**config.mk**
```make
export PLATFORM = sky130hd
export DESIGN_NAME = prog_loader
export DESIGN_NICKNAME = d
export VERILOG_FILES = /design/src/rtl/prog_loader.sv
export SDC_FILE = /design/constraint.sdc
export NUM_CORES = 1
export LEC_CHECK = 0
export CELL_PAD_IN_SITES_DETAIL_PLACEMENT = 1
export CELL_PAD_IN_SITES_GLOBAL_PLACEMENT = 1
export CORE_MARGIN = 1.5
export CORE_UTILIZATION = 48
export DETAILED_ROUTE_END_ITERATION = 7
export PLACE_DENSITY_LB_ADDON = 0.1
export SLEW_MARGIN = 5
export SYNTH_ARGS = -nofsm -noshare
export SYNTH_HDL_FRONTEND = slang
export SYNTH_SLANG_ARGS = --single-unit
export TNS_END_PERCENT = 1
```
**constraint.sdc**
```tcl
create_clock -name clk_i -period 6.75 [get_ports clk_i]
set_clock_uncertainty 0.05 [all_clocks]
set_input_delay 1.0125 -clock clk_i [delete_from_list [all_inputs] [get_ports clk_i]]
set_output_delay 1.0125 -clock clk_i [all_outputs]
set_load 0.01 [all_outputs]
```
**src/rtl/prog_loader.sv**
```systemverilog
// Byte-stream program loader: takes a framed byte stream (16-bit LE word count,
// then LE 32-bit words), writes it into instruction memory from address 0 and
// holds the core in reset until the image is complete.
//
// Parameters: ADDR_W (imem address width), TIMEOUT (idle cycles between bytes).
// Optional: define LOADER_CHECKSUM_EN to require a trailing XOR checksum byte.
//
// Ports:
//   clk_i, rst_i          clock, async active-high reset
//   start_i               request a new load (level)
//   byte_valid_i, byte_i  incoming byte stream
//   byte_ready_o          loader accepts a byte this cycle
//   imem_we_o/addr_o/wdata_o  instruction memory write port
//   core_rst_o            reset to the core (held while loading / on error)
//   busy_o, err_o         load in progress / last load failed
//   words_loaded_o        words written by the last/current load
module prog_loader #(
    parameter int ADDR_W  = 8,
    parameter int TIMEOUT = 1000000
) (
    input  logic              clk_i,
    input  logic              rst_i,
    input  logic              start_i,
    input  logic              byte_valid_i,
    input  logic [7:0]        byte_i,
    output logic              byte_ready_o,
    output logic              imem_we_o,
    output logic [ADDR_W-1:0] imem_addr_o,
    output logic [31:0]       imem_wdata_o,
    output logic              core_rst_o,
    output logic              busy_o,
    output logic              err_o,
    output logic [ADDR_W:0]   words_loaded_o
);

    localparam int TW = $clog2(TIMEOUT + 1);
    localparam logic [TW-1:0]   TMO_LAST = TW'(TIMEOUT - 1);
    localparam logic [TW-1:0]   TMR_ONE  = TW'(1);
    localparam logic [ADDR_W:0] IDX_ONE  = (ADDR_W + 1)'(1);

    typedef enum logic [2:0] {
        S_RUN,
        S_LEN0,
        S_LEN1,
        S_DATA,
        S_WRITE,
        S_DONE,
        S_ERR
`ifdef LOADER_CHECKSUM_EN
        , S_CSUM
`endif
    } state_t;

    state_t state_q, state_d;

    logic [7:0]        len_lo_q;
    logic [15:0]       n_q;
    logic [ADDR_W:0]   word_idx_q;
    logic [1:0]        byte_idx_q;
    logic [31:0]       shreg_q;
    logic [ADDR_W-1:0] addr_q;
    logic [31:0]       wdata_q;
    logic [TW-1:0]     timer_q;
`ifdef LOADER_CHECKSUM_EN
    logic [7:0]        csum_q;
`endif

    logic            xfer;
    logic            load_start;
    logic            timed_out;
    logic            counting;
    logic [15:0]     n_new;
    logic            len_bad;
    logic [ADDR_W:0] word_inc;
    logic            word_last;

    assign xfer       = byte_valid_i && byte_ready_o;
    assign load_start = start_i && (state_q == S_RUN || state_q == S_ERR);
    assign timed_out  = !xfer && (timer_q == TMO_LAST);
    assign n_new      = {byte_i, len_lo_q};
    // Reject empty images and images that would not fit in memory
    assign len_bad    = (n_new == 16'd0) ||
                        (32'(n_new) > (32'd1 << ADDR_W));
    // Index is ADDR_W+1 wide so a full-memory image ends without wrapping
    assign word_inc   = word_idx_q + IDX_ONE;
    assign word_last  = (32'(word_inc) == 32'(n_q));

    always_comb begin
        counting = 1'b0;
        case (state_q)
            S_LEN0, S_LEN1, S_DATA: counting = 1'b1;
`ifdef LOADER_CHECKSUM_EN
            S_CSUM:                 counting = 1'b1;
`endif
            default:                counting = 1'b0;
        endcase
    end

    // State register
    always_ff @(posedge clk_i or posedge rst_i) begin
        if (rst_i) begin
            state_q <= S_RUN;
        end else begin
            state_q <= state_d;
        end
    end

    // Next-state logic
    always_comb begin
        state_d = state_q;
        unique case (state_q)
            S_RUN, S_ERR: begin
                if (start_i) state_d = S_LEN0;
            end
            S_LEN0: begin
                if (xfer)           state_d = S_LEN1;
                else if (timed_out) state_d = S_ERR;
            end
            S_LEN1: begin
                if (xfer)           state_d = len_bad ? S_ERR : S_DATA;
                else if (timed_out) state_d = S_ERR;
            end
            S_DATA: begin
                if (xfer) begin
                    if (byte_idx_q == 2'd3) state_d = S_WRITE;
                end else if (timed_out) begin
                    state_d = S_ERR;
                end
            end
            S_WRITE: begin
`ifdef LOADER_CHECKSUM_EN
                state_d = word_last ? S_CSUM : S_DATA;
`else
                state_d = word_last ? S_DONE : S_DATA;
`endif
            end
            S_DONE: state_d = S_RUN;
`ifdef LOADER_CHECKSUM_EN
            S_CSUM: begin
                if (xfer)           state_d = (byte_i == csum_q) ? S_DONE : S_ERR;
                else if (timed_out) state_d = S_ERR;
            end
`endif
            default: state_d = S_RUN;
        endcase
    end

    // Outputs decoded from state
    always_comb begin
        byte_ready_o = 1'b0;
        imem_we_o    = 1'b0;
        core_rst_o   = 1'b1;
        busy_o       = 1'b1;
        err_o        = 1'b0;
        unique case (state_q)
            S_RUN: begin
                core_rst_o = 1'b0;
                busy_o     = 1'b0;
            end
            S_ERR: begin
                busy_o = 1'b0;
                err_o  = 1'b1;
            end
            S_LEN0, S_LEN1, S_DATA: byte_ready_o = 1'b1;
`ifdef LOADER_CHECKSUM_EN
            S_CSUM:                 byte_ready_o = 1'b1;
`endif
            S_WRITE: imem_we_o = 1'b1;
            default: ;
        endcase
    end

    // Datapath
    always_ff @(posedge clk_i or posedge rst_i) begin
        if (rst_i) begin
            len_lo_q   <= '0;
            n_q        <= '0;
            word_idx_q <= '0;
            byte_idx_q <= '0;
            shreg_q    <= '0;
            addr_q     <= '0;
            wdata_q    <= '0;
            timer_q    <= '0;
`ifdef LOADER_CHECKSUM_EN
            csum_q     <= '0;
`endif
        end else if (load_start) begin
            word_idx_q <= '0;
            byte_idx_q <= '0;
            timer_q    <= '0;
`ifdef LOADER_CHECKSUM_EN
            csum_q     <= '0;
`endif
        end else begin
            if (xfer) begin
                timer_q <= '0;
            end else if (counting) begin
                timer_q <= timer_q + TMR_ONE;
            end

            if (xfer && state_q == S_LEN0) len_lo_q <= byte_i;
            if (xfer && state_q == S_LEN1) n_q <= n_new;

            if (xfer && state_q == S_DATA) begin
                shreg_q    <= {byte_i, shreg_q[31:8]};
                byte_idx_q <= byte_idx_q + 2'd1;
`ifdef LOADER_CHECKSUM_EN
                csum_q     <= csum_q ^ byte_i;
`endif
                if (byte_idx_q == 2'd3) begin
                    wdata_q <= {byte_i, shreg_q[31:8]};
                    addr_q  <= word_idx_q[ADDR_W-1:0];
                end
            end

            if (state_q == S_WRITE) word_idx_q <= word_inc;
        end
    end

    assign imem_addr_o    = addr_q;
    assign imem_wdata_o   = wdata_q;
    assign words_loaded_o = word_idx_q;

endmodule
```
==> impl_metrics.env, run 1 <==
export IMPL_status="finished, final reports clean"
export IMPL_final_core_util_pct=62.1
export IMPL_tns_ns=0
export IMPL_critPathSlowestCell="nand2_2"
export IMPL_ctsHoldBuffers=0
export IMPL_num_vias=3835
export IMPL_antenna_diode_count=0
export IMPL_p_leak_uw=0.00310
export IMPL_layout_nets=545
export IMPL_rr_worst_depth=5
export IMPL_tightest_slew_ns=1.04
export IMPL_cts_clk_slew_worst_paths_ns=0.06
export IMPL_drive_gt1_share_pct=15.1
export IMPL_syn_area_sq_um=5410
export IMPL_die_w_um=109
export IMPL_synth_fp_nets=481
export IMPL_hold_class="register to register"
export IMPL_setup_violations=0
export IMPL_cts_root_buffer="clkbuf_8"
export IMPL_routabilityCongestion=0.778
export IMPL_ys_types=55
export IMPL_syn_to_final_growth_pct=25.1
export IMPL_synth_edf_count=0
export IMPL_period_minus_slack_ns=3.69
export IMPL_path_class="input pin to register"
export IMPL_start_kind="input pin"
export IMPL_synth_top_cell_area_share_pct=56.5
export IMPL_die_area_sq_um=11900
export IMPL_critPathCapture="imem_wdata_o[17]"
export IMPL_ys_warn_count=0
export IMPL_syn_area_per_cell_sq_um=11.6
export IMPL_ys_seq_elements=122
export IMPL_ys_top_cells_by_area="dfrtp_1 (56%), mux2_2 (7.9%), mux2_1 (7.1%)"
export IMPL_hold_viol_final=0
export IMPL_drt_pre_antenna_iters=4
export IMPL_grt_pass1_vias=4105
export IMPL_period_share_pct=54.7
export IMPL_worstPathArrival_ns=4.05
export IMPL_seq_area_sq_um=3050
export IMPL_critical_path_max_stage_delay_ns=0.66
export IMPL_grt_overflow=0
export IMPL_ff2ff_setup_slack_ns=3.51
export IMPL_path_max_fanout=40
export IMPL_multiInputGateArea_sq_um=2220
export IMPL_synth_cells=466
export IMPL_finalWirelength_mm=12.9
export IMPL_avgViaCountPerCell=5.61
export IMPL_fillers=1125
export IMPL_async_flop_share_pct=100
export IMPL_grt_max_degree=79
export IMPL_yosysTopAreaCell="dfrtp_1"
export IMPL_drtIter0Drc=114
export IMPL_placed_area_sq_um=6140
export IMPL_regToRegStartpoint="state_q[2]"
export IMPL_grt_pass1_wl_mm=21.6
export IMPL_ant_nets=0
export IMPL_synthFlopType="dfrtp_1"
export IMPL_placementRows=38
export IMPL_drv_slew=0
export IMPL_busiest_layer="met2"
export IMPL_port_buffers=65
export IMPL_crit_chain="clkdlybuf4s50_1 -> and2b_1 -> nand3_2 -> inv_2 -> nand2_2 -> mux2_1"
export IMPL_startpoint="byte_valid_i"
export IMPL_whs_ns=0.435
export IMPL_post_cts_buffers=0
export IMPL_maxCapViolations=0
export IMPL_design_portCount=66
export IMPL_grtUsageMet1_pct=32.4
export IMPL_ys_seq_area_share_pct=56.5
export IMPL_coreArea_sq_um=10900
export IMPL_worstPathRequired_ns=7.10
export IMPL_drc=0
export IMPL_gr_usage_met3_pct=5.14
export IMPL_rsz0062_at_grt="no"
export IMPL_grt_usage_pct=24.2
export IMPL_numCtsBuffers=17
export IMPL_postCtsResizedCells=0
export IMPL_start_util_pct=49.6
export IMPL_use_met2_pct=38.6
export IMPL_maxSlewHeadroom_pct=30.3
export IMPL_clock_sinks=122
export IMPL_p_per_area_nw_per_um2=448
export IMPL_place_hpwl_mm=8.04
export IMPL_post_drt_wl_per_cell_um=18.9
export IMPL_die_h_um=109
export IMPL_peakVddDrop_mv=0.220
export IMPL_antenna_found_initial=0
export IMPL_r2r_end="imem_wdata_o[17]"
export IMPL_max_freq_mhz=271
export IMPL_clock_path_buffers=2
export IMPL_design_area_sq_um=6760
export IMPL_clock_latency_ns=0.53
export IMPL_worstSetupEndpointType="register"
export IMPL_cts_max_level=4
export IMPL_cts_tree="built"
Yosys cell counts, types with 3 or more instances:
master,count
nor4_1,7
nor3_1,8
mux2_2,38
nand2_1,69
nand4_1,3
buf_2,9
clkbuf_1,7
and3_1,8
or3_1,4
xor2_1,18
ha_1,3
o21ai_0,14
inv_1,5
dfrtp_1,122
a21oi_1,9
xnor2_1,15
nand3_1,12
mux2_1,34
nor2_1,32
layout by cell type (no fill, tap or decap), types with 4 or more instances in the layout:
cell	count
clkinv_2	4
nand2_1	68
and3_1	8
a21oi_1	9
or3_1	4
bufinv_16	4
clkbuf_16	16
inv_1	4
nand3_1	12
mux2_2	38
nor4_1	7
nor3_1	8
clkinvlp_4	4
xor2_1	18
dfrtp_1	122
o21ai_0	14
nor2_1	32
clkdlybuf4s50_1	65
xnor2_1	15
clkbuf_8	4
mux2_1	34
report_power, final:
part	internal [uW]	leakage (uW)	total (uW)	switching [uW]
logic	453	0.00120	861	408
clock network	626	0.000299	955	329
registers	993	0.00160	1210	220
total	2070	0.00310	3030	957
layer usage:
layer  up-vias  wire, um
met5         -         0
met4         0       238
met3        17       456
met2        82      6380
met1      1980      5850
li1       1756         -
worst max-delay path, delay by kind of cell:
| kind | cells | cell delay (ns) |
|---|---|---|
| and+or+nand+nor | 3 | 1.36 |
| muxes | 1 | 0.58 |
| buffers and inverters | 2 | 1.07 |
flip-flops by register name (all words and copies together), names as in the netlist:
signal          count
n_q                16
byte_idx_q          2
timer_q            20
len_lo_q            8
imem_addr_o         8
imem_wdata_o       32
words_loaded_o      9
shreg_q            24
state_q             3
metrics by stage:
stage	total power, uW	cells	setup WS [ns]
6_report	3030	683	3.06
5_1_grt	3200	683	2.73
4_1_cts	3060	683	3.01
3_5_place_dp	2070	651	2.52
3_3_place_gp	2020	651	2.63
2_1_floorplan	1690	466	2.44
cell type report:
cell class	instances	area share, %
clock inverters	12	2.52
multi-input cells	316	32.9
repair buffers	66	9.73
inverters	7	0.425
flip-flops and latches	122	45.1
well taps	140	2.59
clock buffers	20	6.73
worst min path at each step:
stage	to	slack (ns)	start	cells after the start
final	shreg_q[10]	0.44	shreg_q[10]	2
after global routing	imem_wdata_o[3]	0.45	imem_wdata_o[3]	1
after CTS	shreg_q[10]	0.44	shreg_q[10]	2
after detailed placement	shreg_q[10]	0.42	shreg_q[10]	2
after global placement	shreg_q[11]	0.41	shreg_q[11]	2
after floorplan	shreg_q[10]	0.39	shreg_q[10]	2
cells by family (layout without fill, tap and decap cells):
kind of cell	count (synthesis)	in the layout	synth area share, %
and+or+nand+nor	163	163	14.4
DFF	122	122	56.5
muxes	74	74	15.4
AOI/OAI and AO/OA	43	43	5.25
xor gates and xnor gates	33	33	5.35
buffers and inverters	28	105	2.43
adders and majority gates	3	3	0.695
Power figures use the tool's default switching activity.
==> run 2: changes to the inputs <==
CORE_UTILIZATION = 40   (was 48)
clock period = 3.34 ns   (was 6.75 ns; I/O delays follow)
==> run 2 against run 1 <==
Against the previous run: sequential share of layout area shrank 1.3 points; sequential cell count is the same; combinational power grew 110%; sequential power grew 99%; highest routed layer unchanged; count of clock-buffer cells in the layout grew 1; core utilization shrank 9.3 points; design area grew 3.0%; clock power grew 130%; global-route usage shrank 5.1 points; register-to-register slack lost 2.5 ns.
==> impl_metrics.env, run 2 (synthesis results as in run 1) <==
export IMPL_ff2ff_setup_slack_ns=1.04
export IMPL_setup_violations=0
export IMPL_max_freq_mhz=367
export IMPL_die_h_um=119
export IMPL_finalWirelength_mm=12.5
export IMPL_grt_pass1_wl_mm=21.4
export IMPL_clock_latency_ns=0.41
export IMPL_rr_worst_depth=7
export IMPL_drc=0
export IMPL_crit_chain="nor3_2 -> clkdlybuf4s50_1"
export IMPL_largest_reg_flops=32
export IMPL_r2r_end="state_q[2]"
export IMPL_whs_ns=0.428
export IMPL_antenna_diode_count=0
export IMPL_post_cts_buffers=0
export IMPL_clock_path_buffers=2
export IMPL_maxSlewHeadroom_pct=49.2
export IMPL_status="finished, final reports clean"
export IMPL_grt_pass1_vias=4131
export IMPL_regToRegStartpoint="words_loaded_o[0]"
export IMPL_die_area_sq_um=14200
export IMPL_period_minus_slack_ns=2.73
export IMPL_final_common_cell="dfrtp_1"
export IMPL_hold_viol_final=0
export IMPL_cts_clk_slew_worst_paths_ns=0.06
export IMPL_avgViaCountPerCell=5.16
export IMPL_pre_cts_ws_ns=0.675
export IMPL_worstPathArrival_ns=2.18
export IMPL_cp_depth=2
export IMPL_num_vias=3744
export IMPL_grt_overflow=0
export IMPL_maxCapViolations=0
export IMPL_post_drt_wl_per_cell_um=17.2
export IMPL_worstPathRequired_ns=2.79
export IMPL_numCtsBuffers=17
export IMPL_tightest_slew_ns=0.760
export IMPL_grt_max_degree=36
export IMPL_ant_nets=0
export IMPL_startpoint="state_q[0]"
export IMPL_fillers=1360
export IMPL_mostFrequentLayoutCells="dfrtp_1 (122), nand2_1 (68), clkdlybuf4s50_1 (65)"
export IMPL_ctsHoldBuffers=0
export IMPL_start_kind="register"
export IMPL_drv_slew=0
export IMPL_hp_start="shreg_q[8]"
export IMPL_drive_gt1_share_pct=15.7
export IMPL_placementRows=42
export IMPL_cts_tree="built"
export IMPL_port_buffers=65
export IMPL_cts_max_level=4
export IMPL_path_class="register to primary output"
export IMPL_worstHoldPathCells=2
export IMPL_peakVddDrop_mv=0.428
export IMPL_path_max_fanout=16
export IMPL_p_per_area_nw_per_um2=914
export IMPL_rsz0062_at_grt="no"
export IMPL_antenna_found_initial=0
export IMPL_postCtsResizedCells=0
export IMPL_syn_to_final_growth_pct=28.9
export IMPL_finalWorstSetupSlack_ns=0.612
export IMPL_grt_usage_pct=19.1
export IMPL_worstSetupEndpointType="primary output"
export IMPL_critical_path_max_stage_delay_ns=0.64
export IMPL_die_w_um=119
export IMPL_tns_ns=0
export IMPL_coreArea_sq_um=13200
export IMPL_critPathTopFamily="buffers and inverters"
export IMPL_hold_class="register to register"
export IMPL_clock_sinks=122
export IMPL_finalPower_uw=6370
export IMPL_path_buf_inv=1
export IMPL_p_leak_uw=0.00318
export IMPL_critPathSlowestCell="clkdlybuf4s50_1"
export IMPL_whs_endpoint="shreg_q[8]"
export IMPL_period_share_pct=81.7
export IMPL_drt_pre_antenna_iters=4
export IMPL_design_portCount=66
export IMPL_routabilityCongestion=0.772
export IMPL_layout_nets=551
export IMPL_start_util_pct=41.0
export IMPL_cts_root_buffer="clkbuf_16"
export IMPL_place_hpwl_mm=8.34
export IMPL_drtIter0Drc=210
==> run 2: routing by layer <==
layer / global-route usage, % / vias to the layer above / wire length (um)
li1: - / 1763 / -
met4: 5.65 / 0 / 153
met2: 32.6 / 48 / 6390
met5: 0 / - / 0
met3: 4.79 / 13 / 343
met1: 24.1 / 1920 / 5570
==> run 2: how the worst max path moves through the flow <==
stage                                to  slack [ns]
final                         imem_we_o        0.61
after global routing          imem_we_o        0.48
after CTS                     imem_we_o        0.55
after detailed placement    timer_q[19]        0.67
after global placement      timer_q[19]        0.81
after floorplan           byte_idx_q[0]        1.29
==> run 2: worst register-to-register path, cell delays in order, from the launching register on <==
cell,delay (ns)
dfrtp_1,0.49
ha_1,0.31
nand3_1,0.20
or4b_1,0.51
o22ai_1,0.16
o2111ai_1,0.19
mux2i_1,0.18
a31o_1,0.16
==> run 2: layout make-up <==
class | instances | area, sq um | share of cell area, %
clock inverter | 11 | 240 | 3.45
multi-input combinational | 316 | 2220 | 31.9
timing repair buffer | 72 | 741 | 10.6
sequential | 122 | 3050 | 43.8
tap | 176 | 220 | 3.16
clock buffer | 21 | 460 | 6.61
inverter | 7 | 30.0 | 0.431
==> run 2: through the flow <==
stage                     utilization (%)  instance area [sq um]  cells
after global routing                 52.8                   6970    725
after CTS                            52.8                   6970    725
after detailed placement             47.5                   6270    693
after global placement               47.5                   6270    693
final                                52.8                   6970    725
after floorplan                         -                   5410    466
==> run 2: where the power goes <==
group	switching, uW	internal [uW]	leakage (uW)	total (uW)
Sequential	401	2010	0.00160	2410
Clock	666	1520	0.000337	2180
Combinational	841	939	0.00124	1780
==> run 3: changes to the inputs <==
CORE_UTILIZATION = 44   (was 40)
clock period = 2.6 ns   (was 3.34 ns; I/O delays follow)
==> run 3 against run 2 <==
Against the previous run: core utilization increased by 4.6 points; count of clock-buffer cells in the layout decreased by 1; die area decreased by 8.9%; hold slack got worse by 0.016 ns; global-route usage increased by 2.4 points; via count increased by 0.32%; sequential share of layout area increased by 0.46 points; routed wire length increased by 1.1%; first-iteration DRC count decreased by 25%; sequential cell count unchanged; critical path depth increased by 1; final cell count decreased by 3.3%; critical path type unchanged; critical endpoint is now err_o.
==> impl_metrics.env, run 3 (synthesis results as in run 1) <==
export IMPL_p_per_area_nw_per_um2=1150
export IMPL_maxSlewHeadroom_pct=60.2
export IMPL_start_kind="register"
export IMPL_finalWirelength_mm=12.6
export IMPL_rsz0062_at_grt="no"
export IMPL_mostFrequentLayoutCells="dfrtp_1 (121), nand2_1 (68), clkdlybuf4s50_1 (65)"
export IMPL_post_cts_buffers=0
export IMPL_finalWorstSetupSlack_ns=0.260
export IMPL_layout_nets=559
export IMPL_worstPathArrival_ns=1.90
export IMPL_path_class="register to primary output"
export IMPL_antenna_found_initial=0
export IMPL_design_portCount=66
export IMPL_ctsHoldBuffers=0
export IMPL_finalPower_uw=7940
export IMPL_p_leak_uw=0.00318
export IMPL_avgViaCountPerCell=5.36
export IMPL_cts_clk_slew_worst_paths_ns=0.05
export IMPL_rr_worst_depth=6
export IMPL_crit_chain="inv_1 -> nor3_1 -> clkdlybuf4s50_1"
export IMPL_clock_path_buffers=2
export IMPL_grt_pass1_wl_mm=21.5
export IMPL_drv_slew=0
export IMPL_cts_tree="built"
export IMPL_routabilityCongestion=0.747
export IMPL_post_drt_wl_per_cell_um=18.0
export IMPL_die_area_sq_um=13000
export IMPL_grt_overflow=0
export IMPL_worstPathRequired_ns=2.16
export IMPL_drive_gt1_share_pct=16.6
export IMPL_grt_pass1_vias=4147
export IMPL_ff2ff_setup_slack_ns=0.34
export IMPL_num_vias=3756
export IMPL_critical_path_max_stage_delay_ns=0.57
export IMPL_tightest_slew_ns=0.591
export IMPL_final_common_cell="dfrtp_1"
export IMPL_max_freq_mhz=427
export IMPL_port_buffers=65
export IMPL_drt_pre_antenna_iters=4
export IMPL_critPathSlowestCell="clkdlybuf4s50_1"
export IMPL_die_h_um=114
export IMPL_largest_reg_flops=32
export IMPL_r2r_end="state_q[0]"
export IMPL_status="finished, final reports clean"
export IMPL_antenna_diode_count=0
export IMPL_setup_violations=0
export IMPL_coreArea_sq_um=12000
export IMPL_period_share_pct=90.0
export IMPL_die_w_um=114
export IMPL_numCtsBuffers=17
export IMPL_period_minus_slack_ns=2.34
export IMPL_start_util_pct=45.0
export IMPL_peakVddDrop_mv=0.471
export IMPL_grt_max_degree=88
export IMPL_pre_cts_ws_ns=0.0645
export IMPL_instances_no_fill=701
export IMPL_cts_root_buffer="clkbuf_16"
export IMPL_syn_to_final_growth_pct=27.6
export IMPL_worstSetupEndpointType="primary output"
export IMPL_hold_viol_final=0
export IMPL_tns_ns=0
export IMPL_maxCapViolations=0
export IMPL_path_max_fanout=14
export IMPL_placementRows=40
export IMPL_final_core_util_pct=57.4
export IMPL_regToRegStartpoint="state_q[2]"
export IMPL_dp_cells=672
export IMPL_drtIter0Drc=158
export IMPL_ant_nets=0
export IMPL_grt_usage_pct=21.6
export IMPL_hold_class="input pin to async pin"
export IMPL_drc=0
export IMPL_cts_max_level=4
export IMPL_clock_latency_ns=0.41
export IMPL_place_hpwl_mm=8.42
export IMPL_clock_sinks=122
==> run 3: cell count changes in the layout (fill, tap and decap cells not counted), moves of 2 or more <==
cell	delta
clkinv_2	+2
clkinv_4	-2
buf_4	+9
bufinv_16	-2
==> run 3: how the worst max path moves through the flow <==
stage,start,to,cells after the start
2_1_floorplan,words_loaded_o[0],state_q[2],7
3_3_place_gp,byte_i[1],state_q[2],5
3_5_place_dp,byte_i[2],state_q[0],5
4_1_cts,state_q[1],err_o,3
5_1_grt,state_q[2],state_q[0],6
6_report,state_q[1],err_o,3
==> run 3: power breakdown <==
group / switching (uW) / total (uW) / internal, uW
registers: 542 / 3120 / 2580
clock network: 801 / 2500 / 1700
logic: 1080 / 2310 / 1230
total: 2420 / 7940 / 5510
==> run 3: final cells by class <==
cell class / count / area, sq um
clock inverter: 9 / 173
timing repair buffer: 80 / 788
tap: 147 / 184
clock buffer: 20 / 447
inverter: 7 / 30.0
fill: 1271 / 5110
multi-input combinational: 316 / 2220
sequential: 122 / 3050
==> run 3: through the flow <==
stage	instance area [sq um]	hold slack (ns)
6_report	6900	0.412
5_1_grt	6900	0.446
4_1_cts	6900	0.426
3_5_place_dp	6280	0.413
3_3_place_gp	6280	0.401
2_1_floorplan	5410	0.389
==> run 3: worst max-delay path, delay by kind of cell (launching register included) <==
family / cells / cell delay (ns)
flip-flops: 1 / 0.52
AND/OR/NAND/NOR: 1 / 0.23
buffers and inverters: 2 / 0.74
==> run 3: repair_timing <==
action                     4_1_cts  5_1_grt
hold endpoints to repair         0        0
resized for setup                0        1
setup endpoints to repair        0        1
==> run 3: per-layer routing <==
layer  GRT usage (%)  wire length, um
met5               0                0
met4            7.58              172
met3            4.20              378
met2            35.3             6160
met1            28.8             5890
